<file path="src/rtl/mereshf_top.sv">
// mereshf_top: one 8N1 UART character per push of btn1.
// The character is ASCII '0'..'7', selected by {sw8, sw5, sw4} when the press is seen.
// btn1 is synchronised and edge-detected. The character then goes through a
// START/DATA/STOP transmit FSM, which is paced by a baud divider.
// txd and rts are driven straight from flops, so they cannot glitch.
module mereshf_top #(
    parameter int CLKS_PER_BIT = 434
) (
    input  logic clk,
    input  logic rst,
    input  logic btn1,
    input  logic sw4,
    input  logic sw5,
    input  logic sw8,
    output logic rts,
    output logic txd
);

    localparam logic [1:0]  ST_IDLE  = 2'd0;
    localparam logic [1:0]  ST_START = 2'd1;
    localparam logic [1:0]  ST_DATA  = 2'd2;
    localparam logic [1:0]  ST_STOP  = 2'd3;
    localparam logic [15:0] LAST_CNT = 16'(CLKS_PER_BIT - 1);
    localparam logic [7:0]  ASCII_0  = 8'h30;

    logic        b1_r;
    logic        b2_r;
    logic        b3_r;
    logic        press_s;
    logic        bit_done_s;
    logic [2:0]  next_idx_s;

    logic [1:0]  state_r;
    logic [1:0]  state_nxt_s;
    logic [15:0] cnt_r;
    logic [15:0] cnt_nxt_s;
    logic [2:0]  bit_idx_r;
    logic [2:0]  bit_idx_nxt_s;
    logic [7:0]  data_r;
    logic [7:0]  data_nxt_s;
    logic        txd_r;
    logic        txd_nxt_s;
    logic        rts_r;
    logic        rts_nxt_s;

    // Two-flop synchroniser for btn1 plus a history flop for edge detection
    always_ff @(posedge clk or posedge rst) begin
        if (rst) begin
            b1_r <= 1'b0;
            b2_r <= 1'b0;
            b3_r <= 1'b0;
        end else begin
            b1_r <= btn1;
            b2_r <= b1_r;
            b3_r <= b2_r;
        end
    end

    // A held button yields a single one-cycle pulse on its rising edge
    assign press_s    = b2_r & ~b3_r;
    assign bit_done_s = (cnt_r == LAST_CNT);
    assign next_idx_s = bit_idx_r + 3'd1;

    // Next-state and next-output logic of the transmit FSM
    always_comb begin
        state_nxt_s   = state_r;
        cnt_nxt_s     = cnt_r;
        bit_idx_nxt_s = bit_idx_r;
        data_nxt_s    = data_r;
        txd_nxt_s     = txd_r;
        rts_nxt_s     = rts_r;
        case (state_r)
            ST_IDLE: begin
                // Presses are only honoured here. Any press while busy is dropped, not queued.
                if (press_s) begin
                    state_nxt_s   = ST_START;
                    cnt_nxt_s     = 16'd0;
                    bit_idx_nxt_s = 3'd0;
                    data_nxt_s    = ASCII_0 + {5'b00000, sw8, sw5, sw4};
                    txd_nxt_s     = 1'b0;
                    rts_nxt_s     = 1'b1;
                end else begin
                    cnt_nxt_s = 16'd0;
                    txd_nxt_s = 1'b1;
                    rts_nxt_s = 1'b0;
                end
            end
            ST_START: begin
                if (bit_done_s) begin
                    state_nxt_s = ST_DATA;
                    cnt_nxt_s   = 16'd0;
                    txd_nxt_s   = data_r[0];
                end else begin
                    cnt_nxt_s = cnt_r + 16'd1;
                    txd_nxt_s = 1'b0;
                end
            end
            ST_DATA: begin
                if (bit_done_s) begin
                    cnt_nxt_s = 16'd0;
                    if (bit_idx_r == 3'd7) begin
                        state_nxt_s = ST_STOP;
                        txd_nxt_s   = 1'b1;
                    end else begin
                        bit_idx_nxt_s = next_idx_s;
                        txd_nxt_s     = data_r[next_idx_s];
                    end
                end else begin
                    cnt_nxt_s = cnt_r + 16'd1;
                end
            end
            ST_STOP: begin
                if (bit_done_s) begin
                    state_nxt_s = ST_IDLE;
                    cnt_nxt_s   = 16'd0;
                    txd_nxt_s   = 1'b1;
                    rts_nxt_s   = 1'b0;
                end else begin
                    cnt_nxt_s = cnt_r + 16'd1;
                    txd_nxt_s = 1'b1;
                end
            end
            default: begin
                state_nxt_s   = ST_IDLE;
                cnt_nxt_s     = 16'd0;
                bit_idx_nxt_s = 3'd0;
                txd_nxt_s     = 1'b1;
                rts_nxt_s     = 1'b0;
            end
        endcase
    end

    // FSM, divider and output registers; reset aborts any frame in progress
    always_ff @(posedge clk or posedge rst) begin
        if (rst) begin
            state_r   <= ST_IDLE;
            cnt_r     <= 16'd0;
            bit_idx_r <= 3'd0;
            data_r    <= 8'h00;
            txd_r     <= 1'b1;
            rts_r     <= 1'b0;
        end else begin
            state_r   <= state_nxt_s;
            cnt_r     <= cnt_nxt_s;
            bit_idx_r <= bit_idx_nxt_s;
            data_r    <= data_nxt_s;
            txd_r     <= txd_nxt_s;
            rts_r     <= rts_nxt_s;
        end
    end

    assign txd = txd_r;
    assign rts = rts_r;

endmodule

</file>
<file path="config.mk">
export PLATFORM = sky130hd
export DESIGN_NAME = mereshf_top
export DESIGN_NICKNAME = d
export VERILOG_FILES = /design/src/rtl/mereshf_top.sv
export SDC_FILE = /design/constraint.sdc
export NUM_CORES = 1
export LEC_CHECK = 0
export BUFFER_PORTS_ARGS = -buffer_cell sky130_fd_sc_hd__buf_2
export CAP_MARGIN = 20
export CELL_PAD_IN_SITES_DETAIL_PLACEMENT = 0
export CELL_PAD_IN_SITES_GLOBAL_PLACEMENT = 1
export CORE_ASPECT_RATIO = 1.25
export CORE_MARGIN = 10
export CORE_UTILIZATION = 42
export DETAILED_ROUTE_END_ITERATION = 7
export GPL_TIMING_DRIVEN = 0
export HOLD_SLACK_MARGIN = 0.1
export PLACE_DENSITY_LB_ADDON = 0.1
export SLEW_MARGIN = 30
export SYNTH_ARGS = -nofsm -noshare
export SYNTH_HDL_FRONTEND = slang
export SYNTH_SLANG_ARGS = --single-unit
</file>
<file path="constraint.sdc">
create_clock -name clk -period 2.2 [get_ports clk]
set_clock_uncertainty 0.15 [all_clocks]
set_input_delay 0.22 -clock clk [delete_from_list [all_inputs] [get_ports clk]]
set_output_delay 0.22 -clock clk [all_outputs]
set_load 0.03 [all_outputs]
</file>
# Word-level counts from Yosys, hierarchy flattened
# Cells that the tools add are included.
word_totals:
  ff_bits: 34
  in_bits: 6
  out_inout_bits: 2
  word_cells: 56
classes:
  add_sub_neg: 3
  n_lt_le_gt_ge: 1
  eq_ne: 11
  n_mux: 22
  n_bitwise: 2
  n_reduce_logical: 8
ops:
  columns: ["operator", "count"]
  rows:
  - ["$pmux W16 S2", 1]
  - ["$add A16 B1 Y16 const B", 1]
  - ["$eq A16 B9 Y1 const B", 1]
  - ["$mux W16", 1]
  - ["$ne A2 B2 Y1 const B", 6]
  - ["$mux W2", 5]
  - ["$mux W3", 3]
  - ["$pmux W2 S4", 1]
  - ["$add A6 B3 Y7 const A", 1]
  - ["$mux W1", 7]
  - ["$pmux W3 S2", 1]
  - ["$reduce_and A5 Y1", 1]
  - ["$eq A2 B2 Y1 const B", 2]
  - ["$lt A3 B4 Y1 const B", 1]
  - ["$pmux W1 S4", 1]
  - ["$reduce_and A2 Y1", 2]
  - ["$reduce_and A4 Y1", 1]
  - ["$reduce_bool A2 Y1", 2]
  - ["$add A3 B1 Y3 const B", 1]
  - ["$bmux W1 S3", 1]
  - ["$eq A3 B3 Y1 const B", 1]
  - ["$reduce_or A3 Y1", 1]
  - ["$eq A2 B1 Y1 const B", 1]
  - ["$logic_not A2 Y1", 1]
  - ["other kinds (3)", 3]

# Depth between registers and ports, before layout
# Gate-level depths: netlist of the first run.
logic_depth:
  word_depth: 6
  depth_mapped: 8
  depth_no_buf: 7

# Worst setup path after synthesis of the first run
# OpenSTA, ideal clock, no wires.
synth_path:
  kind: "register to register"
  from: "register cnt_r[11]"
  to: "register state_r[1]"
  setup_time_ns: 0.128
  arrival_ns: 1.991
  t_required_ns: 1.922
  path_slack_ns: -0.069
  path_stages_with_launch: 6
  n_path_buf: 0
  synth_period_minus_slack_ns: 2.269
  path_cell_list: "dfrtp_1 -> or4_4 -> nor4_4 -> o21ai_2 -> nor3_2 -> mux2_1"
synth_via:
  elab_chain_cells: 3
  elab_cells_between_ends: 5
synth_lines:
  columns: ["item", "line", "rtl"]
  rows:
  - ["start, declared", "35", "logic [15:0] cnt_r;"]
  - ["start signal, assigned", "144", "cnt_r <= cnt_nxt_s;"]
  - ["$eq A16 B9 Y1 (*)", "61", "assign bit_done_s = (cnt_r == LAST_CNT);"]
  - ["$ne A2 B2 Y1 (no source line)", null, null]
  - ["$reduce_and A5 Y1 (no source line) (*)", null, null]
  - ["end signal, assigned", "143", "state_r <= state_nxt_s;"]
  - ["end, declared", "33", "logic [1:0] state_r;"]
# Every way passes the cells marked *; elsewhere a longest branch is shown, timed or not.
# A chain may end at the register's enable or synchronous reset.

# Final worst setup path of the first run
layout_path:
  from: "register cnt_r[10]"
  to: "register state_r[1]"
# The elaborated chain is that of the path after synthesis.

==> results of run 1 <==
==> placed cells by master, fill, tap and decap left out, drive strengths merged, types with 2 or more instances in the layout <==
cell	n
a21oi	3
and3	2
buf	19
clkbuf	8
dfrtp	29
dlygate4sd3	5
ha	9
inv	8
mux2	4
nand2	9
nand2b	2
nand3	6
nand4	4
nor2	23
nor3	3
nor4	2
o21ai	5
o32a	2
or3b	2
or4	2
xnor2	6
xor2	8
==> per-stage QoR <==
stage          TNS (ns)  hold WS, ns  cell area [um2]
2_1_floorplan   -0.0523        0.101             1510
3_3_place_gp      -2.46        0.179             1600
3_5_place_dp      -2.52        0.179             1600
4_1_cts         -0.0669        0.207             1820
5_1_grt          -0.348        0.216             1870
6_report        -0.0433        0.201             1870
==> metal layers <==
metal / part of all wire [%] / wire length, um / GRT usage, %
met1: 39 / 1230 / 10.8
met2: 56 / 1750 / 18.9
met3: 3.1 / 98 / 4.00
met4: 2.0 / 62 / 6.28
met5: 0 / 0 / 0
==> logic make-up (layout without fill, tap and decap cells) <==
group	Yosys count	count (layout)	share of synthesized area, %
AO/OA/AOI/OAI	17	17	7.78
buffers and inverters	11	41	3.06
AND/OR/NAND/NOR	58	58	20.2
XOR/XNOR	14	14	8.11
adder cells (fa/ha/maj)	9	9	7.45
multiplexers	5	5	3.64
flip-flops	30	30	49.8
==> worst max-delay path, stage by stage, from the launching register on <==
cell and delay (ns):
sky130_fd_sc_hd__dfrtp_1 0.38, sky130_fd_sc_hd__or4_4 0.55, sky130_fd_sc_hd__nor4_4 0.30, sky130_fd_sc_hd__buf_6 0.17
sky130_fd_sc_hd__nor2_4 0.04, sky130_fd_sc_hd__nor3_4 0.21, sky130_fd_sc_hd__mux2_4 0.32
==> power by group <==
part | total [uW] | leakage, uW | internal [uW] | switching (uW)
Clock | 453 | 0.0000482 | 252 | 201
Sequential | 759 | 0.000386 | 667 | 91.8
Combinational | 883 | 0.000425 | 435 | 448
Total | 2090 | 0.000859 | 1350 | 741
==> what timing repair did <==
item                                    CTS  global route
pin swaps                                 5             5
hold buffers                              5             0
hold endpoints to repair                 33             0
gates resized for setup                   5            10
setup buffers                             8             3
endpoints found under the setup margin   15            16
cloned                                    0             0
==> sequential cells by signal, indices dropped and copies added, names as in the netlist <==
| signal | cells |
|---|---|
| cnt_r | 16 |
| data_r | 4 |
| bit_idx_r | 3 |
| state_r | 2 |
| b1_r | 1 |
| b2_r | 1 |
| b3_r | 1 |
| rts | 1 |
| txd | 1 |
==> cell type report <==
type / count / area (um2) / share of cell area [%]
multi-input cells: 103 / 757 / 40.4
flip-flops and latches: 30 / 753 / 40.2
repair buffers: 23 / 175 / 9.35
clock buffers: 7 / 86.3 / 4.61
well taps: 39 / 48.8 / 2.60
inverters: 8 / 30.0 / 1.60
plain buffers: 2 / 18.8 / 1.00
clock inverters: 1 / 5.00 / 0.267
==> worst min-delay path by stage <==
stage	endpoint	depth (start not counted)	slack [ns]	start
2_1_floorplan	b1_r$_DFF_PP0_	0	0.10	btn1
4_1_cts	b2_r$_DFF_PP0_	0	0.21	b1_r$_DFF_PP0_
6_report	b2_r$_DFF_PP0_	0	0.20	b1_r$_DFF_PP0_
3_3_place_gp	b1_r$_DFF_PP0_	1	0.18	btn1
3_5_place_dp	b1_r$_DFF_PP0_	1	0.18	btn1
5_1_grt	b2_r$_DFF_PP0_	0	0.22	b1_r$_DFF_PP0_
==> metrics.txt, run 1 <==
arrival time of the worst setup path=2.26 ns; CTS root buffer=sky130_fd_sc_hd__clkbuf_8; IR Drop Worst-Case VDD=approximately 0.00086 V; HP Class=flop to flop; chip width=between 70 and 80 um; cell count after synthesis=roughly 140; post-synthesis cell type with the largest combined area=sky130_fd_sc_hd__dfrtp_1; fmax=447 MHz; Overall Power=about 2100 uW; dominant synthesized flop cell=sky130_fd_sc_hd__dfrtp_1; number of DRC violations after detailed-routing iteration 0=47; area growth from synthesis to layout=24.0%; Worst R2R Start=cnt_r[10]$_DFF_PP0_; violations in the final reports=negative setup slack; Remaining Overflow, GRT=0; kind of start point of the critical path=flop; sequential fraction of the synthesis area=49.8%; number of top-level design ports=8; async set or reset register ratio after synthesis=100%; pin count of the biggest net entering global routing=31; worst rel slew slack=57.1%; count of state elements after synthesis=30; worst reg2reg endpoint=state_r[1]$_DFFE_PP0P_; actual transition at the worst max-transition pin=0.643 ns; Post-layout nets=between 150 and 200; Global Route Usage Sum=10.9%; worst path required time=2.22 ns; total DRC errors in the routed layout=0; initial antenna violation count=0; area fraction of the dominant cell type after synthesis=48.0%; Mapped Nets=159; Pwr per Cell Area=1120 nW/um2; Clk pin slew, worst setup/hold paths=0.07 ns; destination of the critical timing path=state_r[1]$_DFFE_PP0P_; utilization after layout=between 50 and 60%; placed wire-length estimate after detailed placement=2180 um; MaxCap Viol Count=0; fillcell total=321; minimum setup slack among reg-to-reg paths=-0.04 ns; vias in the first global route=1279; Die Outline Area=6410 um2; status=finished, violations left; average detailed-routed wire length per instance=14.7 um; die outline height=87.1 um; via-per-instance ratio=5.32; number of pins with negative max-slew slack in the final report=0; most instantiated cells after synthesis=29 x sky130_fd_sc_hd__dfrtp_1, 23 x sky130_fd_sc_hd__nor2_1, 9 x sky130_fd_sc_hd__ha_1, 9 x sky130_fd_sc_hd__nand2_1; fin worst setup slack=-0.0388 ns; antenna cell count=0; Critical Path End Type=flop; core area=3480 um2; clock net sink count=30; layout cell share with drive strength beyond 1=26.4%; post-placement cell count=190; setup slack after placement=-0.288 ns; most common cell in the synthesized netlist=sky130_fd_sc_hd__dfrtp_1; period utilisation layout=102%; final setup fails=2; site row count=24; vias post-DR=1134; number of hold violations in the final report=0; last weighted congestion value of the routability-driven placer=0.822; per-instance average area after synthesis=between 10 and 15 um2; TritonCTS clock tree=done; Post-Syn Area=about 1500 um2; first-pass GRT wire length=~5500 um; worst-path maximum fanout=4; maximum root-to-sink buffer count=2; IO Port Bufs=7; effective utilization at floorplan=43.4%; worst setup path startpoint=cnt_r[10]$_DFF_PP0_; leakage=0.000859 uW; EDFF count, synth=0; final std cells w/o fill=213; H-tree depth=2; minimum clock period=2.24 ns; setup repair after global routing missed its margin=true; DRT antenna net count=0; clock latency on the worst-skew pair=roughly 0.28 ns; depth of the worst register-to-register path=6; WL final=~3100 um; TritonCTS buffer count=5; drt pass-1 iters=4; number of warnings printed during yosys synthesis=0; leading cell types by total area after synthesis=sky130_fd_sc_hd__dfrtp_1 48%, sky130_fd_sc_hd__ha_1 7.5%, sky130_fd_sc_hd__nor2_1 5.7%; start-to-end type of the worst setup path=flop to flop; post-synthesis cell type count=41
Power figures use the tool's default switching activity.
==> inputs of run 2 (changes only) <==
--- a/config.mk
+++ b/config.mk
@@ -10,8 +10,8 @@
 export CELL_PAD_IN_SITES_DETAIL_PLACEMENT = 0
 export CELL_PAD_IN_SITES_GLOBAL_PLACEMENT = 1
 export CORE_ASPECT_RATIO = 1.25
-export CORE_MARGIN = 10
-export CORE_UTILIZATION = 42
+export CORE_MARGIN = 5
+export CORE_UTILIZATION = 51
 export DETAILED_ROUTE_END_ITERATION = 7
 export GPL_TIMING_DRIVEN = 0
 export HOLD_SLACK_MARGIN = 0.1
==> constraint.sdc (replaced) <==
create_clock -name clk -period 2.8 [get_ports clk]
set_clock_uncertainty 0.15 [all_clocks]
set_input_delay 0.28 -clock clk [delete_from_list [all_inputs] [get_ports clk]]
set_output_delay 0.28 -clock clk [all_outputs]
set_load 0.03 [all_outputs]
==> metrics.txt, run 2 (same netlist as run 1, synthesis figures left out) <==
worst-path maximum fanout=7; maximum root-to-sink buffer count=2; pin count of the biggest net entering global routing=31; antenna cell count=0; CP max stage delay=0.54 ns; arrival time of the worst setup path=2.54 ns; TritonCTS buffer count=5; final setup fails=0; layout cell share with drive strength beyond 1=between 15 and 20%; DRT antenna net count=0; worst rel slew slack=between 50% and 60%; final std cells w/o fill=199; Global Route Usage Sum=between 15 and 20%; start-to-end type of the worst setup path=flop to flop; CTS root buffer=sky130_fd_sc_hd__clkbuf_4; worst path required time=around 2.9 ns; commonest non-fill, non-tap cells in the layout=29 x sky130_fd_sc_hd__dfrtp_1, 23 x sky130_fd_sc_hd__nor2_1, 9 x sky130_fd_sc_hd__nand2_1, 9 x sky130_fd_sc_hd__ha_1; Pwr per Cell Area=803 nW/um2; first-pass GRT wire length=slightly below 5000 um; Die Outline Area=around 4200 um2; TritonCTS clock tree=done; number of pins with negative max-slew slack in the final report=0; actual transition at the worst max-transition pin=0.620 ns; site row count=22; largest registers=cnt_r x16, data_r x4, bit_idx_r x3; via-per-instance ratio=5.44; Post-layout nets=around 180; initial antenna violation count=0; Remaining Overflow, GRT=0; clock net sink count=30; IO Port Bufs=7; total DRC errors in the routed layout=0; chip width=just under 60 um; critical path cell sequence=or4_4 > nor4_4 > o21ai_2 > nor3_2 > mux2_1; H-tree depth=2; instance area after placement=1590 um2; average detailed-routed wire length per instance=13.9 um; clock latency on the worst-skew pair=0.32 ns; IR Drop Worst-Case VDD=0.000599 V; Clk pin slew, worst setup/hold paths=about 0.090 ns; Largest register FFs=16; MaxCap Viol Count=0; TNS Setup=0 ns; last weighted congestion value of the routability-driven placer=0.836; die outline height=70.9 um; number of top-level design ports=8; most common cell after layout, fill and taps aside=sky130_fd_sc_hd__dfrtp_1; kind of start point of the critical path=flop; leakage=0.000774 uW; HP Class=flop to flop; final design instance area without fill=1690 um2; cell at the slowest stage of the critical path=sky130_fd_sc_hd__or4_4; minimum setup slack among reg-to-reg paths=0.33 ns; fmax=404 MHz; Reg with most FFs=cnt_r; drt pass-1 iters=4; number of hold violations in the final report=0; minimum clock period=2.47 ns; Post-CTS Resized=0; effective utilization at floorplan=52.3%; placed wire-length estimate after detailed placement=2040 um; area growth from synthesis to layout=11.6%; period utilisation layout=88.4%; core area=2890 um2; status=finished, final reports clean; setup repair after global routing missed its margin=false; vias in the first global route=1125; number of DRC violations after detailed-routing iteration 0=28; Critical Path End Type=flop; post-placement cell count=187; WL final=around 2800 um; vias post-DR=1083
==> run 2: cell types whose count changed in the layout (fill, tap and decap cells not counted), sizes merged <==
| cell | previous run | this run |
|---|---|---|
| buf | 19 | 9 |
| clkinv | 1 | 0 |
==> run 2: power breakdown <==
part           total, uW  switching (uW)  internal, uW
clock network        229             135          94.5
logic                528             295           233
registers            597            74.9           522
==> run 2: layout make-up <==
type / instances / area (um2)
inverters: 8 / 30.0
fillers: 274 / 1200
multi-input cells: 103 / 713
repair buffers: 12 / 85.1
clock buffers: 7 / 45.0
plain buffers: 3 / 16.3
well taps: 36 / 45.0
flip-flops and latches: 30 / 752
==> run 2: repair_timing <==
| item | CTS | global route |
|---|---|---|
| setup buffers | 0 | 0 |
| hold endpoints to repair | 33 | 0 |
| hold buffers | 5 | 0 |
==> run 2: layer usage <==
layer / global-route usage, % / vias up / part of all wire, %
met5: 0 / - / 0
met4: 8.82 / 0 / 3.2
met1: 16.9 / 524 / 39
met2: 27.1 / 17 / 54
li1: - / 532 / -
met3: 4.38 / 10 / 3.5
==> run 2: metrics by stage <==
step,power [uW],utilization (%),setup slack (ns),hold slack [ns]
after global routing,1470,58.4,0.199,0.217
final,1350,58.4,0.326,0.196
after global placement,1120,55.1,0.317,0.185
after detailed placement,1130,55.1,0.318,0.188
after floorplan,1010,-,0.531,0.161
after CTS,1380,58.4,0.307,0.201
==> run 2: worst max-delay path, delay by kind of cell (launching register included) <==
kind	cells	cell delay, ns
AOI/OAI and AO/OA	1	0.15
DFF	1	0.44
muxes	1	0.34
and+or+nand+nor	3	1.28
==> run 2: worst paths after layout <==
path / from / to / cells past startpoint
setup / recovery: cnt_r[11]$_DFF_PP0_ / state_r[1]$_DFFE_PP0P_ / 5
hold / removal: b1_r$_DFF_PP0_ / b2_r$_DFF_PP0_ / 0
setup reg to reg: cnt_r[11]$_DFF_PP0_ / state_r[1]$_DFFE_PP0P_ / 5
hold reg to reg: b1_r$_DFF_PP0_ / b2_r$_DFF_PP0_ / 0
max in group asynchronous: rst / bit_idx_r[2]$_DFFE_PP0P_ / 3
min in group asynchronous: rst / state_r[1]$_DFFE_PP0P_ / 3
==> inputs of run 3 (changes only) <==
--- a/config.mk
+++ b/config.mk
@@ -9,7 +9,7 @@
 export CAP_MARGIN = 20
 export CELL_PAD_IN_SITES_DETAIL_PLACEMENT = 0
 export CELL_PAD_IN_SITES_GLOBAL_PLACEMENT = 1
-export CORE_ASPECT_RATIO = 1.25
+export CORE_ASPECT_RATIO = 1.2
 export CORE_MARGIN = 5
 export CORE_UTILIZATION = 51
 export DETAILED_ROUTE_END_ITERATION = 7
==> metrics.txt, run 3 (same netlist as run 1, synthesis figures left out) <==
IR Drop Worst-Case VDD=0.000520 V; drt pass-1 iters=4; arrival time of the worst setup path=2.54 ns; area growth from synthesis to layout=11.7%; crit-path leading delay family=simple AND/OR/NAND/NOR gates; minimum clock period=~2.5 ns; clock latency on the worst-skew pair=0.33 ns; fmax=between 400 and 500 MHz; most common cell after layout, fill and taps aside=sky130_fd_sc_hd__dfrtp_1; number of hold violations in the final report=0; H-tree depth=2; DRT antenna net count=0; CTS root buffer=sky130_fd_sc_hd__clkbuf_4; TNS Setup=0 ns; number of pins with negative max-slew slack in the final report=0; first-pass GRT wire length=5000 um; kind of start point of the critical path=flop; site row count=21; final setup fails=0; vias post-DR=1064; Switching Power=509 uW; worst-path maximum fanout=7; WL final=2770 um; number of DRC violations after detailed-routing iteration 0=14; period utilisation layout=88.5%; die outline height=slightly below 70 um; internal portion of total power=856 uW; Largest register FFs=16; maximum root-to-sink buffer count=2; commonest non-fill, non-tap cells in the layout=29 x sky130_fd_sc_hd__dfrtp_1, 23 x sky130_fd_sc_hd__nor2_1, 9 x sky130_fd_sc_hd__nand2_1, 9 x sky130_fd_sc_hd__ha_1; worst setup path startpoint=cnt_r[11]$_DFF_PP0_; Pwr per Cell Area=809 nW/um2; sequential cell area in the final layout=752 um2; Post-layout nets=178; TritonCTS buffer count=5; Clk pin slew, worst setup/hold paths=0.09 ns; placed wire-length estimate after detailed placement=1970 um; layout cell share with drive strength beyond 1=17.1%; leakage=just under 0.0008 uW; status=finished, final reports clean; Die Outline Area=~4200 um2; antenna cell count=0; HP Class=flop to flop; MaxCap Viol Count=0; fillcell total=approximately 240; Remaining Overflow, GRT=0; worst path required time=2.86 ns; Worst R2R Start=cnt_r[11]$_DFF_PP0_; Reg with most FFs=cnt_r; chip width=roughly 60 um; Global Route Usage Sum=16.0%; CP max stage delay=0.54 ns; cell at the slowest stage of the critical path=sky130_fd_sc_hd__or4_4; Crit path buffers/inverters=0; critical path cell sequence=or4_4 > nor4_4 > o21ai_2 > nor3_2 > mux2_1; effective utilization at floorplan=53.8%; combinational fraction of design power=38.7%; startpoint of the worst hold path=b1_r$_DFF_PP0_; core area=2810 um2; initial antenna violation count=0; footprint of the multi-input gates=about 710 um2; largest registers=cnt_r x16, data_r x4, bit_idx_r x3; pin count of the biggest net entering global routing=31; clock net sink count=30; vias in the first global route=around 1200; total DRC errors in the routed layout=0; IO Port Bufs=7; setup repair after global routing missed its margin=false; worst rel slew slack=58.5%; fraction of power consumed by the clock network=17.7%; average detailed-routed wire length per instance=about 14 um; start-to-end type of the worst setup path=flop to flop; number of top-level design ports=8; Post-CTS Resized=0; TritonCTS clock tree=done; via-per-instance ratio=5.37; Critical Path End Type=flop; CTS Hold Buffers Added=5; last weighted congestion value of the routability-driven placer=0.845; Post-CTS Setup Repair Bufs=0; Net Sw Frac=37.3%; actual transition at the worst max-transition pin=0.622 ns; Overall Power=about 1400 uW; part of the power in registers=a little over two fifths
==> run 3: cell count changes in the layout (fill, tap and decap cells not counted) <==
cell and delta:
sky130_fd_sc_hd__clkbuf_1 +1
==> run 3: worst register-to-register path: cells and delay by family, from the launching register on <==
kind	cells	cell delay, ns
flops	1	0.44
compound gates	1	0.16
simple gates	3	1.28
mux	1	0.34
==> run 3: path summary, 6_finish.rpt <==
path,end,slack [ns],cells after the start
setup reg to reg,state_r[1]$_DFFE_PP0P_,0.32,5
hold / removal,b2_r$_DFF_PP0_,0.22,0
min in group asynchronous,rts$_DFFE_PP0P_,0.44,3
setup / recovery,state_r[1]$_DFFE_PP0P_,0.32,5
hold reg to reg,b2_r$_DFF_PP0_,0.22,0
max in group asynchronous,cnt_r[12]$_DFF_PP0_,1.65,3
==> run 3: power groups by stage <==
| stage | Clock, uW | Combinational, uW | Sequential [uW] |
|---|---|---|---|
| after floorplan | 0 | 396 | 610 |
| after global placement | 0 | 516 | 599 |
| after detailed placement | 0 | 528 | 605 |
| after CTS | 253 | 535 | 596 |
| after global routing | 274 | 602 | 608 |
| final | 242 | 529 | 595 |
==> run 3: per-layer routing <==
metal | up-vias | GRT usage [%] | routed length, um
li1 | 527 | - | -
met1 | 516 | 17.3 | 1120
met2 | 14 | 27.0 | 1480
met3 | 7 | 5.21 | 95
met4 | 0 | 7.88 | 72
met5 | - | 0 | 0
==> run 3: layout make-up <==
| cell class | count | area share (%) |
|---|---|---|
| flip-flops and latches | 30 | 44.6 |
| inverters | 8 | 1.78 |
| plain buffers | 3 | 0.964 |
| multi-input cells | 103 | 42.3 |
| repair buffers | 12 | 5.04 |
| well taps | 34 | 2.52 |
| clock buffers | 8 | 2.89 |
==> run 3: metrics by stage <==
| stage | cells | hold WS, ns | util (%) | instance area [um2] | setup WS [ns] |
|---|---|---|---|---|---|
| 6_report | 198 | 0.218 | 60.0 | 1690 | 0.323 |
| 5_1_grt | 198 | 0.234 | 60.0 | 1690 | 0.180 |
| 3_3_place_gp | 185 | 0.187 | 56.5 | 1590 | 0.322 |
| 2_1_floorplan | 144 | 0.161 | - | 1510 | 0.531 |
| 4_1_cts | 198 | 0.219 | 60.0 | 1690 | 0.303 |
| 3_5_place_dp | 185 | 0.188 | 56.5 | 1590 | 0.308 |
